File: config.mk
export PLATFORM = sky130hd
export DESIGN_NAME = ssd_scan_ctrl
export DESIGN_NICKNAME = d
export VERILOG_FILES = /design/src/rtl/ssd_scan_ctrl.sv
export SDC_FILE = /design/constraint.sdc
export NUM_CORES = 1
export LEC_CHECK = 0
export BUFFER_PORTS_ARGS = -buffer_cell sky130_fd_sc_hd__buf_2
export CAP_MARGIN = 0
export CORE_UTILIZATION = 43
export DETAILED_ROUTE_END_ITERATION = 7
export MAX_ROUTING_LAYER = met4
export PLACE_DENSITY_LB_ADDON = 0.25
export RECOVER_POWER = 50
export SYNTH_ARGS = -nofsm -noshare
export SYNTH_HDL_FRONTEND = slang
export SYNTH_SLANG_ARGS = --single-unit
File: constraint.sdc
create_clock -name clk -period 2.1 [get_ports clk]
set_clock_uncertainty 0.1 [all_clocks]
set_input_delay 0.315 -clock clk [delete_from_list [all_inputs] [get_ports clk]]
set_output_delay 0.315 -clock clk [all_outputs]
set_load 0.05 [all_outputs]
File: src/rtl/ssd_scan_ctrl.sv
// ssd_scan_ctrl: N-digit multiplexed seven-segment scanner with frame-synchronous double buffering,
// PWM dimming, leading-zero blanking and anode dead-time. Define SSD_BLINK_EN to add per-digit blink.
module ssd_scan_ctrl #(
  parameter int NUM_DIGITS   = 4,
  parameter int DWELL_CYCLES = 100000,
  parameter int BRIGHT_BITS  = 4,
  parameter int BLINK_FRAMES = 64
) (
  input  logic                    clk,
  input  logic                    reset,
  input  logic [4*NUM_DIGITS-1:0] data_in,
  input  logic [NUM_DIGITS-1:0]   display_dig,
  input  logic [NUM_DIGITS-1:0]   point_dig,
`ifdef SSD_BLINK_EN
  input  logic [NUM_DIGITS-1:0]   blink_dig,
`endif
  input  logic                    load,
  input  logic [BRIGHT_BITS-1:0]  brightness,
  input  logic                    blank_lz,
  output logic [NUM_DIGITS-1:0]   anode,
  output logic [7:0]              segment,
  output logic                    frame_start,
  output logic                    load_pending
);
  localparam int DW_W  = $clog2(DWELL_CYCLES);
  localparam int IDX_W = (NUM_DIGITS > 1) ? $clog2(NUM_DIGITS) : 1;
`ifdef SSD_BLINK_EN
  localparam int FW = 7 * NUM_DIGITS;
`else
  localparam int FW = 6 * NUM_DIGITS;
`endif
  localparam logic [DW_W-1:0]  DWELL_LAST = DW_W'(DWELL_CYCLES - 1);
  localparam logic [IDX_W-1:0] IDX_LAST   = IDX_W'(NUM_DIGITS - 1);

  logic [DW_W-1:0]        dwell_cnt_q, dwell_cnt_d;
  logic [IDX_W-1:0]       digit_idx_q, digit_idx_d;
  logic [BRIGHT_BITS-1:0] pwm_cnt_q, pwm_cnt_d;
  logic [FW-1:0]          shadow_q, shadow_d, active_q, active_d, frame_in;
  logic                   load_pending_q, load_pending_d;
  logic                   frame_start_q, frame_start_d;
  logic [NUM_DIGITS-1:0]  anode_q, anode_d;
  logic [7:0]             segment_q, segment_d;
  logic                   dwell_wrap, digit_on;
  logic [3:0]             act_nib [NUM_DIGITS];
  logic [NUM_DIGITS-1:0]  act_disp, act_point, nib_live, lz_blank, blink_dark;

  function automatic logic [6:0] hex7(input logic [3:0] n);
    hex7 = 7'h7F;
    case (n)
      4'h0: hex7 = 7'b1000000;  4'h1: hex7 = 7'b1111001;
      4'h2: hex7 = 7'b0100100;  4'h3: hex7 = 7'b0110000;
      4'h4: hex7 = 7'b0011001;  4'h5: hex7 = 7'b0010010;
      4'h6: hex7 = 7'b0000010;  4'h7: hex7 = 7'b1111000;
      4'h8: hex7 = 7'b0000000;  4'h9: hex7 = 7'b0010000;
      4'hA: hex7 = 7'b0001000;  4'hB: hex7 = 7'b0000011;
      4'hC: hex7 = 7'b1000110;  4'hD: hex7 = 7'b0100001;
      4'hE: hex7 = 7'b0000110;  4'hF: hex7 = 7'b0001110;
    endcase
  endfunction

  // Buffered word layout, LSB first: nibbles, display enables, points, (blink enables).
`ifdef SSD_BLINK_EN
  assign frame_in = {blink_dig, point_dig, display_dig, data_in};
`else
  assign frame_in = {point_dig, display_dig, data_in};
`endif
  assign act_disp  = active_q[5*NUM_DIGITS-1:4*NUM_DIGITS];
  assign act_point = active_q[6*NUM_DIGITS-1:5*NUM_DIGITS];

  generate
    for (genvar gi = 0; gi < NUM_DIGITS; gi++) begin : g_digit
      assign act_nib[gi]  = active_q[4*gi +: 4];
      assign nib_live[gi] = (act_nib[gi] != 4'd0) || act_point[gi];
    end
  endgenerate

  // A digit is a leading zero when it and every more-significant digit are dead.
  always_comb begin
    lz_blank = '0;
    for (int i = NUM_DIGITS - 1; i > 0; i--) begin
      lz_blank[i] = blank_lz && !(|(nib_live >> i));
    end
  end

  always_comb begin
    dwell_wrap    = (dwell_cnt_q == DWELL_LAST);
    dwell_cnt_d   = dwell_wrap ? '0 : dwell_cnt_q + 1'b1;
    digit_idx_d   = digit_idx_q;
    if (dwell_wrap) begin
      digit_idx_d = (digit_idx_q == IDX_LAST) ? '0 : digit_idx_q + 1'b1;
    end
    frame_start_d = dwell_wrap && (digit_idx_q == IDX_LAST);
    pwm_cnt_d     = pwm_cnt_q + 1'b1;
  end

  // The frame_start cycle is the swap point; digit 0 is still in dead-time there.
  always_comb begin
    shadow_d       = load ? frame_in : shadow_q;
    active_d       = active_q;
    load_pending_d = load_pending_q;
    if (frame_start_q) begin
      load_pending_d = 1'b0;
      if (load) begin
        active_d = frame_in;
      end else if (load_pending_q) begin
        active_d = shadow_q;
      end
    end else if (load) begin
      load_pending_d = 1'b1;
    end
  end

`ifdef SSD_BLINK_EN
  localparam int BC_W = (BLINK_FRAMES > 1) ? $clog2(BLINK_FRAMES) : 1;
  logic [BC_W-1:0] blink_cnt_q, blink_cnt_d;
  logic            blink_phase_q, blink_phase_d;

  always_comb begin
    blink_cnt_d   = blink_cnt_q;
    blink_phase_d = blink_phase_q;
    if (frame_start_q) begin
      if (blink_cnt_q == BC_W'(BLINK_FRAMES - 1)) begin
        blink_cnt_d   = '0;
        blink_phase_d = ~blink_phase_q;
      end else begin
        blink_cnt_d   = blink_cnt_q + 1'b1;
      end
    end
  end

  always_ff @(posedge clk) begin
    if (reset) begin
      blink_cnt_q   <= '0;
      blink_phase_q <= 1'b0;
    end else begin
      blink_cnt_q   <= blink_cnt_d;
      blink_phase_q <= blink_phase_d;
    end
  end

  assign blink_dark = blink_phase_q ? active_q[7*NUM_DIGITS-1:6*NUM_DIGITS] : '0;
`else
  assign blink_dark = '0;
`endif

  always_comb begin
    digit_on  = act_disp[digit_idx_q] && !lz_blank[digit_idx_q] && !blink_dark[digit_idx_q]
                && (pwm_cnt_q <= brightness) && (dwell_cnt_q != '0);
    anode_d   = '1;
    segment_d = 8'hFF;
    if (digit_on) begin
      anode_d[digit_idx_q] = 1'b0;
      segment_d = {~act_point[digit_idx_q], hex7(act_nib[digit_idx_q])};
    end
  end

  always_ff @(posedge clk) begin
    if (reset) begin
      dwell_cnt_q    <= '0;
      digit_idx_q    <= '0;
      pwm_cnt_q      <= '0;
      shadow_q       <= '0;
      active_q       <= '0;
      load_pending_q <= 1'b0;
      frame_start_q  <= 1'b0;
      anode_q        <= '1;
      segment_q      <= 8'hFF;
    end else begin
      dwell_cnt_q    <= dwell_cnt_d;
      digit_idx_q    <= digit_idx_d;
      pwm_cnt_q      <= pwm_cnt_d;
      shadow_q       <= shadow_d;
      active_q       <= active_d;
      load_pending_q <= load_pending_d;
      frame_start_q  <= frame_start_d;
      anode_q        <= anode_d;
      segment_q      <= segment_d;
    end
  end

  assign anode        = anode_q;
  assign segment      = segment_q;
  assign frame_start  = frame_start_q;
  assign load_pending = load_pending_q;
endmodule
# Word-level counts from Yosys, hierarchy flattened
# Memories as Yosys holds them, arrays and structs flattened. A register that Yosys moved wholly into a read port is not among the register bits.
# Index checks and enable logic that the tools add are counted.
word_totals:
  reg_bits: 85
  romBits: 112
  in_bits: 32
  out_inout_bits: 14
  wordCells: 67
  memories: 1
memory_table:
  columns: ["name", "words", "width", "read_ports", "rd_ports_with_merged_regs", "wr", "line_no", "source"]
  rows:
  - ["(name not given)", 16, 7, 1, 1, 0, "49", "case (n)"]
classes:
  add_sub_neg: 3
  n_lt_le_gt_ge: 4
  eq_ne: 2
  muxes: 16
  bitwise: 4
  reduce_logical: 28
ops:
  columns: ["op", "count"]
  rows:
  - ["$mux W24", 2]
  - ["$add A17 B1 Y17 const B", 1]
  - ["$eq A17 B17 Y1 const B", 1]
  - ["$reduce_bool A17 Y1", 1]
  - ["$reduce_bool A4 Y1", 3]
  - ["$logic_and A1 B1 Y1", 9]
  - ["$bmux W1 S2", 4]
  - ["$bmux W4 S2", 1]
  - ["$mux W4", 2]
  - ["$reduce_or A2 Y1", 4]
  - ["$logic_not A1 Y1", 5]
  - ["$mux W1", 5]
  - ["$add A4 B1 Y4 const B", 1]
  - ["$le A4 B4 Y1", 1]
  - ["$not A4 Y4", 1]
  - ["$ge A3 B3 Y1 const B", 1]
  - ["$logic_or A1 B1 Y1", 3]
  - ["$lt A2 B3 Y1 const B", 1]
  - ["$not A2 Y3", 1]
  - ["$reduce_or A3 Y1", 1]
  - ["$add A2 B1 Y2 const B", 1]
  - ["$demux W1 S2", 1]
  - ["$eq A2 B2 Y1 const B", 1]
  - ["$ge A2 B1 Y1 const B", 1]
  - ["4 further kinds", 5]

# Logic depth before layout (Yosys ltp)
# Gate-level depths: netlist of the first run.
logic_depth:
  depth_word: 14
  depth_mapped: 8
  depth_no_buf: 7

# Worst setup path after synthesis of the first run
# Ideal clock, no wire load.
synth_timing:
  path_kind: "register -> register"
  start: "register digit_idx_q[0]"
  end: "register segment_q[3] (netlist: segment[3])"
  arrival_time_ps: 2037
  t_required_ps: 1863
  slack_ps: -175
  stages_incl_launch_ff: 9
  path_buffers: 1
  synth_period_minus_slack_ps: 2275
  cell_sequence: "dfxtp_1 -> buf_2 -> mux4_2 -> inv_1 -> ha_1 -> inv_1 -> mux4_2 -> inv_1 -> nand3_1"
synth_between:
  elab_chain_len: 9
synth_lines:
  columns: ["item", "line_no", "source"]
  rows:
  - ["start: declaration", "36", "logic [IDX_W-1:0] digit_idx_q, digit_idx_d;"]
  - ["start signal: assignment", "170", "digit_idx_q <= digit_idx_d;"]
  - ["$bmux W1 S2", "147", "digit_on = act_disp[digit_idx_q] && !lz_blank[digit_idx_q] && !blink_dark[digit_idx_q]"]
  - ["$mux W1 (not written as such)", "147", null]
  - ["$logic_not A1 Y1", "147", null]
  - ["$logic_and A1 B1 Y1 (2 in series)", "147", null]
  - ["$logic_and A1 B1 Y1 (2 in series)", "148", "&& (pwm_cnt_q <= brightness) && (dwell_cnt_q != '0);"]
  - ["$not A1 Y1 (no line)", null, null]
  - ["$reduce_or A2 Y1 (no line)", null, null]
  - ["end: declaration", "42", "logic [7:0] segment_q, segment_d;"]
# Parallel ways exist; a longest one is shown, timed or not. The select of a mux whose other input is x is not followed.
# A chain may end at the register's enable or synchronous reset.

# Worst setup path after layout of the first run
layout_timing:
  start: "register dwell_cnt_q[14]"
  end: "register digit_idx_q[0]"
layout_between:
  elab_chain_len: 1
layout_lines:
  columns: ["item", "line_no", "source"]
  rows:
  - ["start: declaration", "35", "logic [DW_W-1:0] dwell_cnt_q, dwell_cnt_d;"]
  - ["start signal: assignment", "169", "dwell_cnt_q <= dwell_cnt_d;"]
  - ["$eq A17 B17 Y1", "86", "dwell_wrap = (dwell_cnt_q == DWELL_LAST);"]
# No other way between the ends.

==> qor.yml, run 1 <==
placement:
  place_inst: 519
  hpwl_mm: 5.35
  gp_congestion: 0.839
  io_buffers: 45
  placed_area_um2: 4070
layout:
  multi_input_area_um2: 1780
  num-nets-final: 476
  antenna_cells: 0
  final_cells: 537
  area_growth_syn_to_layout_pct: 17.4
  final_util: 0.520
  n_fill_cell: 758
  ff_latch_area_um2: 1710
  drive_above_1_share: 0.192
  fin_area_um2: 4270
yosys:
  syn_area_per_cell_um2: 9.65
  syn-num-nets: 426
  synthArstFlopShare: 0
  syn_inst: 377
  yosysMostFrequentCell: "dfxtp_1"
  synth_cell_types: 41
  synthFlopType: "dfxtp_1"
  synth_edf_count: 0
  synth_area_leaders: "dfxtp_1 (47%), mux2i_1 (7.4%), nor2_1 (7.1%), ha_1 (5.8%), a211oi_1 (5.0%)"
  synthTopCellsByCount: "dfxtp_1 (85), nor2_1 (69), mux2i_1 (27)"
  yosysSeqAreaShare: 0.468
  yosys_register_bits: 85
  netlist.area_leader.share: 0.468
  yosysTopAreaCell: "dfxtp_1"
  synth-warning-count: 0
  synthesis.area_um2: 3640
global_route:
  grt_pass1_wl_mm: 12.4
  grt_usage: 0.187
  grt_pass1_vias: 2584
  antenna_found_initial: 0
  grt-ovfl-total: 0
  grt_max_degree: 49
critical_path:
  cp_max_fo: 4
  arrival_ps: 2220
  required_ps: 2270
  worstSetupEndpointType: "register"
  startpoint_type: "register"
  setup.worst_path.class: "register to register"
sta:
  setup_viol: 0
  period_share: 0.975
  worstMarginPinSlew_ps: 844
  whs_ps: 136
  fin_crit_ps: 2050
  final_max_slew_viol_count: 0
  rsz0062_at_grt: "yes"
  hold_viol: 0
  relSlewSlack: 0.437
  max_clock_freq_mhz: 489
job:
  max_cap_viol_count: 0
floorplanning:
  dieArea_um2: 8830
  core-area_um2: 8220
  ioPinCount: 46
  initial_utilization: 0.443
  die_w_um: 94.0
  dieHeight_um: 94.0
  rows: 33
pwr:
  power_leakage_nw: 1.66
  peakVddDrop_mv: 0.350
  finalPower_mw: 3.13
  power_density_nw_per_um2: 732
detailed_routing:
  remaining_drc_errors: 0
  postRouteWirelength_mm: 7.45
  num_vias: 2802
  final_antenna_net_count: 0
  post_drt_wl_per_cell_um: 13.9
  first_iter_violations: 97
  avgViaCountPerCell: 5.22
  drtPass1Iterations: 4
worst_hold_path:
  min_path_type: "input port to register"
cts:
  cts_max_level: 3
  cts_root_buf: "clkbuf_8"
  clockBufferDepth: 2
  clk_latency_ps: 350
  clock_sinks: 85
  cts_tree: "done"
  path_clk_slew_ps: 80
  cts_buffers: 9
status:
  outcome: "completed"
## final cells by class
class	instances	share of cell area
timing repair buffer	65	0.0864
multi-input combinational	250	0.417
sequential	85	0.399
tap	105	0.0308
inverter	16	0.0141
clock inverter	3	0.0158
clock buffer	13	0.0372
## placed cells by master, fill, tap and decap left out, types with 2 or more instances in the layout
| cell type | n |
|---|---|
| dfxtp_1 | 84 |
| nor2_1 | 69 |
| buf_2 | 32 |
| mux2i_1 | 27 |
| a211oi_1 | 24 |
| nand3_1 | 18 |
| buf_4 | 17 |
| ha_1 | 16 |
| clkbuf_1 | 15 |
| inv_1 | 14 |
| nand4_1 | 11 |
| clkbuf_8 | 11 |
| xor2_1 | 9 |
| mux4_2 | 7 |
| nand2_1 | 7 |
| a21oi_1 | 7 |
| nor4_1 | 5 |
| nor3_1 | 5 |
| xnor2_1 | 5 |
| or3_1 | 5 |
| o21ai_0 | 5 |
| or4_1 | 3 |
| o2111ai_1 | 3 |
| inv_2 | 2 |
| or4_4 | 2 |
| and4_1 | 2 |
| and3_1 | 2 |
| bufinv_16 | 2 |
## cells by family after synthesis
kind of cell             after synthesis  share of synthesized area
AND/OR/NAND/NOR                      137                      0.184
flip-flops                            85                      0.468
AO/OA/AOI/OAI                         47                     0.0912
buffers and inverters                 42                     0.0444
multiplexers                          35                      0.121
adder cells (fa/ha/maj)               17                     0.0585
XOR/XNOR                              14                     0.0337
## stage by stage
stage / worst slack, ps / setup TNS (ps)
after detailed placement: 53.0 / 0
final: 53.2 / 0
after global placement: 70.7 / 0
after global routing: -4.23 / -4.23
after floorplan: -7.14 / -7.14
after CTS: 24.1 / 0
## worst max-delay path, cell delays in order (launching register included)
cell	delay [ps]
dfxtp_1	340
or4_4	520
or4_4	430
or4_1	470
a21oi_1	120
## where the power goes
| group | switching [mW] | leakage (nW) | internal, mW |
|---|---|---|---|
| clock | 0.542 | 0.110 | 0.736 |
| sequential | 0.0196 | 0.692 | 1.65 |
| combinational | 0.101 | 0.861 | 0.0798 |
## per-layer routing
layer	wire, um	part of all wire	global-route usage	vias to the layer above
li1	-	-	-	1432
met4	122	0.016	0.0872	0
met5	0	0	-	-
met2	3330	0.45	0.269	69
met1	3670	0.49	0.254	1291
met3	322	0.043	0.0316	10
## path summary, 6_finish.rpt
check / startpoint / to / slack (ps) / depth (start not counted)
max: dwell_cnt_q[14]$_SDFF_PP0_ / digit_idx_q[0]$_SDFFE_PP0N_ / 50 / 4
min: point_dig[1] / shadow_q[21]$_SDFFE_PP0P_ / 140 / 3
max reg2reg: dwell_cnt_q[14]$_SDFF_PP0_ / digit_idx_q[0]$_SDFFE_PP0N_ / 50 / 4
min reg2reg: frame_start$_SDFF_PP0_ / load_pending$_SDFFE_PP0P_ / 360 / 1
## sequential cells by signal, indices dropped and copies added, names as in the netlist
register      count
dwell_cnt_q      17
active_q         24
pwm_cnt_q         4
segment           8
digit_idx_q       2
shadow_q         24
load_pending      1
anode             4
frame_start       1
## what timing repair did
item                       in CTS  in global routing
buffers inserted                0                  2
hold buffers                    0                  0
setup endpoints to repair       0                  2
gates resized for setup         0                  1
(Power assumes the default switching activity.)
==> run 2: changes to the inputs <==
==> constraint.sdc (replaced) <==
create_clock -name clk -period 2.59 [get_ports clk]
set_clock_uncertainty 0.1 [all_clocks]
set_input_delay 0.3885 -clock clk [delete_from_list [all_inputs] [get_ports clk]]
set_output_delay 0.3885 -clock clk [all_outputs]
set_load 0.05 [all_outputs]
==> run 2 against run 1 <==
Die area unchanged. Wire length decreased by 2.5%. Cell count decreased by 2.2%. Via count decreased by 0.11%. Clock power decreased by 16%. Worst hold slack improved by 48 ps. Non-clock buffer count decreased by 12. Total power decreased by 18%. Critical path type unchanged.
==> qor.yml, run 2 (synthesis results as in run 1) <==
global_route:
  grt_max_degree: 49  # unchanged
  grt_usage: 0.179  # -0.00740
  grt-ovfl-total: 0  # unchanged
  antenna_found_initial: 0  # unchanged
  grt_pass1_vias: 2511  # -2.8%
  grt_pass1_wl_mm: 11.7  # -5.0%
layout:
  drive_above_1_share: 0.160  # -0.0326
  area_growth_syn_to_layout_pct: 14.6
  mostFrequentLayoutCells: "dfxtp_1 (85), nor2_1 (69), buf_2 (30)"
  antenna_cells: 0  # unchanged
  n_fill_cell: 796  # +5.0%
  layout_commonest_cell: "dfxtp_1"
  num-nets-final: 464  # -2.5%
  reg.largest.list: "active_q: 24 flops, shadow_q: 24 flops, dwell_cnt_q: 17 flops"
cts:
  clockBufferDepth: 2  # unchanged
  post_cts_resize_count: 0  # unchanged
  cts_buffers: 9  # unchanged
  cts_max_level: 3  # unchanged
  cts_hold_buffers: 0  # unchanged
  clk_latency_ps: 360  # about the same
  cts_root_buf: "clkbuf_8"
  cts_tree: "done"
  clock_sinks: 85  # unchanged
  path_clk_slew_ps: 90  # about the same
  postCtsSetupBuffers: 0  # unchanged
sta:
  relSlewSlack: 0.167  # -0.270
  max_clock_freq_mhz: 449  # -8.2%
  hold_viol: 0  # unchanged
  tns_ps: 0  # unchanged
  whs_ps: 184  # +47.9 ps
  setup_viol: 0  # unchanged
  period_share: 0.861  # -0.114
  worstMarginPinSlew_ps: 1240  # +391 ps
  final_max_slew_viol_count: 0  # unchanged
  rsz0062_at_grt: "no"
  fin_crit_ps: 2230  # +182 ps
critical_path:
  setup.worst_path.class: "register to register"
  slowest_stage: "o21ai_0"
  required_ps: 2670  # +400 ps
  arrival_ps: 2310  # +90 ps
  startpoint_type: "register"
  cp_max_fo: 12  # +8
  path_cells: "buf_4 -> or3b_2 -> nor4_1 -> o21ai_0 -> o2111ai_1"
  critPathMaxStageDelay_ps: 950  # +430 ps
  worstSetupEndpointType: "register"
status:
  outcome: "completed"
pwr:
  combPwrFrac: 0.054  # -0.004
  power_frac_seq: 0.528  # -0.005
  clockPowerShare: 0.418  # +0.009
  power_density_nw_per_um2: 615  # -16%
  peakVddDrop_mv: 0.341  # -2.4%
  intPower_mw: 1.96  # -21%
  power.switching_mw: 0.608  # -8.4%
  switching_share: 0.237  # +0.0249
  power_leakage_nw: 1.59  # -4.3%
placement:
  gp_congestion: 0.872  # +3.9%
  hpwl_mm: 5.18  # -3.0%
  io_buffers: 45  # unchanged
floorplanning:
  core-area_um2: 8220  # unchanged
  dieArea_um2: 8830  # unchanged
  rows: 33  # unchanged
  ioPinCount: 46  # unchanged
  die_w_um: 94.0  # unchanged
  initial_utilization: 0.443  # unchanged
  dieHeight_um: 94.0  # unchanged
job:
  max_cap_viol_count: 0  # unchanged
detailed_routing:
  num_vias: 2799  # -0.11%
  final_antenna_net_count: 0  # unchanged
  postRouteWirelength_mm: 7.26  # -2.5%
  avgViaCountPerCell: 5.33  # +2.2%
  drtPass1Iterations: 4  # unchanged
  post_drt_wl_per_cell_um: 13.8  # -0.27%
  first_iter_violations: 91  # -6.2%
  remaining_drc_errors: 0  # unchanged
worst_hold_path:
  min_path_type: "input port to register"
-- run 2: changes by cell type in the layout (fill, tap and decap cells not counted), moves of 2 or more --
cell,previous run,this run
buf_4,17,7
buf_2,32,30
clkinv_4,0,2
inv_2,2,0
inv_1,14,16
clkbuf_8,11,9
-- run 2: area by class of cell --
cell class | count | area [um2] | area share
flip-flops and latches | 85 | 1700 | 0.408
clock buffers | 9 | 124 | 0.0297
well taps | 105 | 131 | 0.0315
repair buffers | 53 | 264 | 0.0633
clock inverters | 7 | 110 | 0.0264
inverters | 16 | 60.1 | 0.0144
multi-input cells | 250 | 1780 | 0.426
-- run 2: path summary, 6_finish.rpt --
kind / startpoint / end / slack [ps] / depth (start not counted)
max: digit_idx_q[0]$_SDFFE_PP0N_ / segment[4]$_SDFF_PP1_ / 360 / 5
min: data_in[12] / shadow_q[12]$_SDFFE_PP0P_ / 180 / 3
max reg2reg: digit_idx_q[0]$_SDFFE_PP0N_ / segment[4]$_SDFF_PP1_ / 360 / 5
min reg2reg: frame_start$_SDFF_PP0_ / load_pending$_SDFFE_PP0P_ / 350 / 1
-- run 2: per-layer routing --
layer  track usage  wire [um]
met4        0.0718        114
met1         0.240       3590
met3        0.0445        346
met5             -          0
met2         0.259       3210
-- run 2: stage by stage --
| stage | power (mW) | util | setup WS [ps] | std cells | cell area (um2) |
|---|---|---|---|---|---|
| 2_1_floorplan | 1.47 | - | 315 | 377 | 3640 |
| 3_3_place_gp | 1.52 | 0.481 | 447 | 509 | 3960 |
| 3_5_place_dp | 1.53 | 0.481 | 343 | 509 | 3960 |
| 4_1_cts | 2.59 | 0.510 | 375 | 525 | 4190 |
| 5_1_grt | 2.66 | 0.507 | 88.3 | 525 | 4170 |
| 6_report | 2.56 | 0.507 | 361 | 525 | 4170 |
-- run 2: critical path: cells and delay by family (launching register included) --
family | cells | cell delay [ps]
flops | 1 | 360
buf+inv | 1 | 190
compound gates | 2 | 1170
simple gates | 2 | 230
-- run 2: power by group through the flow --
stage	clock network, mW	logic (mW)	registers, mW
6_report	1.07	0.139	1.35
3_5_place_dp	0	0.143	1.38
3_3_place_gp	0	0.139	1.38
2_1_floorplan	0	0.0934	1.38
5_1_grt	1.15	0.158	1.36
4_1_cts	1.10	0.143	1.35
==> run 3: changes to the inputs <==
--- a/config.mk
+++ b/config.mk
@@ -12,6 +12,7 @@
 export MAX_ROUTING_LAYER = met4
 export PLACE_DENSITY_LB_ADDON = 0.25
 export RECOVER_POWER = 50
+export REMOVE_ABC_BUFFERS = 1
 export SYNTH_ARGS = -nofsm -noshare
 export SYNTH_HDL_FRONTEND = slang
 export SYNTH_SLANG_ARGS = --single-unit
==> run 3 against run 2 <==
Global-route usage rose by 0.86 points. Sequential share of layout area is 0.35 points higher. Flip-flop and latch count stayed put. Cell area decreased by 0.84%. Die area unchanged. Highest routed layer unchanged. Total power decreased by 5.0%. Count of clock-buffer cells in the layout grew 2. Sequential power about the same. Clock power down 12%.
==> qor.yml, run 3 (synthesis results as in run 1) <==
critical_path:
  r2r_start: "digit_idx_q[0]$_SDFFE_PP0N_"
  setup.worst_path.class: "register to register"
  critPathMaxStageDelay_ps: 600  # -350 ps
  required_ps: 2660  # about the same
  critical_path.top_delay_family: "multiplexers"
  rrSetupSlack_ps: 290  # -70 ps
  crit_cells: 7  # +2
  r2r_cells: 7  # +2
  cp_max_fo: 5  # -7
  path_cells: "mux4_2 -> inv_1 -> ha_1 -> inv_1 -> mux4_2 -> inv_1 -> nand3_1"
  cp_common_cell: "inv_1"
  worstSetupEndpointType: "register"
  reg2reg_to: "segment[3]$_SDFF_PP1_"
  startpoint_type: "register"
  arrival_ps: 2370  # +60 ps
  slowest_stage: "mux4_2"
  worst-path-buf-inv: 3  # +2
cts:
  path_clk_slew_ps: 90  # about the same
  cts_root_buf: "clkbuf_8"
  cts_hold_buffers: 0  # unchanged
  clockBufferDepth: 2  # unchanged
  post_cts_resize_count: 0  # unchanged
  postCtsSetupBuffers: 0  # unchanged
  clk_latency_ps: 360  # about the same
  cts_buffers: 9  # unchanged
  cts_max_level: 3  # unchanged
  cts_tree: "done"
  clock_sinks: 85  # unchanged
detailed_routing:
  first_iter_violations: 166  # +82%
  post_drt_wl_per_cell_um: 13.4  # -2.8%
  remaining_drc_errors: 0  # unchanged
  final_antenna_net_count: 0  # unchanged
  num_vias: 2709  # -3.2%
  postRouteWirelength_mm: 7.05  # -2.8%
  avgViaCountPerCell: 5.16  # -3.2%
  drtPass1Iterations: 4  # unchanged
layout:
  layout_commonest_cell: "dfxtp_1"
  area_growth_syn_to_layout_pct: 13.6
  num-nets-final: 464  # unchanged
  antenna_cells: 0  # unchanged
  reg.largest.list: "active_q: 24 flops, shadow_q: 24 flops, dwell_cnt_q: 17 flops"
  drive_above_1_share: 0.157  # -0.00238
  mostFrequentLayoutCells: "dfxtp_1 (85), nor2_1 (69), buf_2 (30)"
  final_cells: 525  # unchanged
global_route:
  grt_pass1_wl_mm: 12.3  # +5.1%
  grt_max_degree: 49  # unchanged
  grt-ovfl-total: 0  # unchanged
  grt_usage: 0.188  # +0.00862
  antenna_found_initial: 0  # unchanged
  grt_pass1_vias: 2568  # +2.3%
floorplanning:
  die_w_um: 94.0  # unchanged
  core-area_um2: 8220  # unchanged
  rows: 33  # unchanged
  dieArea_um2: 8830  # unchanged
  ioPinCount: 46  # unchanged
  initial_utilization: 0.443  # unchanged
  dieHeight_um: 94.0  # unchanged
sta:
  final_max_slew_viol_count: 0  # unchanged
  period_share: 0.887  # +0.0259
  relSlewSlack: 0.177  # +0.00981
  fin_crit_ps: 2300  # +67.2 ps
  max_clock_freq_mhz: 435  # -2.9%
  tns_ps: 0  # unchanged
  worstMarginPinSlew_ps: 1220  # -14.6 ps
  hold_viol: 0  # unchanged
  whs_ps: 198  # +14.6 ps
  setup_viol: 0  # unchanged
  postLayoutSetupSlackWorst_ps: 294  # -67.2 ps
  rsz0062_at_grt: "no"
job:
  max_cap_viol_count: 0  # unchanged
placement:
  place_inst: 509  # unchanged
  hpwl_mm: 5.08  # -2.0%
  post-place-ws_ps: 305  # -37.8 ps
  io_buffers: 45  # unchanged
  gp_congestion: 0.829  # -4.9%
pwr:
  power.switching_mw: 0.564  # -7.2%
  power_density_nw_per_um2: 589  # -4.1%
  combPwrFrac: 0.058  # +0.004
  power_frac_seq: 0.555  # +0.027
  power_leakage_nw: 1.58  # -0.73%
  clockPowerShare: 0.387  # -0.031
  switching_share: 0.231  # -0.00573
  peakVddDrop_mv: 0.277  # -19%
  intPower_mw: 1.87  # -4.2%
worst_hold_path:
  hp-start: "data_in[0]"
  hold_path_end: "shadow_q[0]$_SDFFE_PP0P_"
  hold_depth: 3  # unchanged
  min_path_type: "input port to register"
status:
  outcome: "completed"
-- run 3: cell count changes in the layout (fill, tap and decap cells not counted) --
| cell | change |
|---|---|
| clkbuf_1 | +1 |
| clkbuf_8 | +1 |
| clkinv_8 | -1 |
| inv_6 | -1 |
| clkinv_2 | +1 |
| clkbuf_2 | +1 |
| buf_4 | -1 |
| bufinv_16 | -1 |
-- run 3: routing by layer --
layer  vias to the layer above  global-route usage  part of all wire
li1                       1409                   -                 -
met1                      1238               0.258              0.53
met2                        49               0.258              0.40
met4                         0              0.0962             0.024
met3                        13              0.0413             0.045
met5                         -                   -                 0
-- run 3: worst max path at each step --
stage / startpoint / end / slack, ps
2_1_floorplan: load_pending$_SDFFE_PP0P_ / active_q[0]$_SDFFE_PP0P_ / -230
3_3_place_gp: digit_idx_q[0]$_SDFFE_PP0N_ / segment[3]$_SDFF_PP1_ / 370
3_5_place_dp: digit_idx_q[0]$_SDFFE_PP0N_ / segment[3]$_SDFF_PP1_ / 310
4_1_cts: digit_idx_q[0]$_SDFFE_PP0N_ / segment[3]$_SDFF_PP1_ / 290
5_1_grt: digit_idx_q[0]$_SDFFE_PP0N_ / segment[5]$_SDFF_PP1_ / 80
6_report: digit_idx_q[0]$_SDFFE_PP0N_ / segment[3]$_SDFF_PP1_ / 290
-- run 3: worst register-to-register path, delay by kind of cell (launching register included) --
| kind | cells | cell delay, ps |
|---|---|---|
| multiplexers | 2 | 1060 |
| flip-flops | 1 | 480 |
| buffers and inverters | 3 | 260 |
| adder cells (fa/ha/maj) | 1 | 160 |
| AND/OR/NAND/NOR | 1 | 70 |
-- run 3: final cells by class --
| cell class | count | area, um2 |
|---|---|---|
| Clock buffer | 11 | 141 |
| Clock inverter | 5 | 60.1 |
| Fill cell | 791 | 4080 |
| Inverter | 16 | 60.1 |
| Multi-Input combinational cell | 250 | 1780 |
| Sequential cell | 85 | 1700 |
| Tap cell | 105 | 131 |
| Timing Repair Buffer | 53 | 262 |
-- run 3: stage by stage --
step                       util  power [mW]  instance area [um2]
after floorplan               -        1.45                 3540
after global placement    0.481        1.52                 3960
after detailed placement  0.481        1.53                 3960
after CTS                 0.506        2.47                 4160
after global routing      0.503        2.55                 4130
final                     0.503        2.44                 4130
-- run 3: power by group through the flow --
stage               registers (mW)  clock network [mW]  logic [mW]
finish                        1.35               0.943       0.141
global route                  1.36                1.03       0.162
CTS                           1.35               0.971       0.145
detailed placement            1.38                   0       0.144
global placement              1.38                   0       0.141
floorplan                     1.38                   0      0.0714
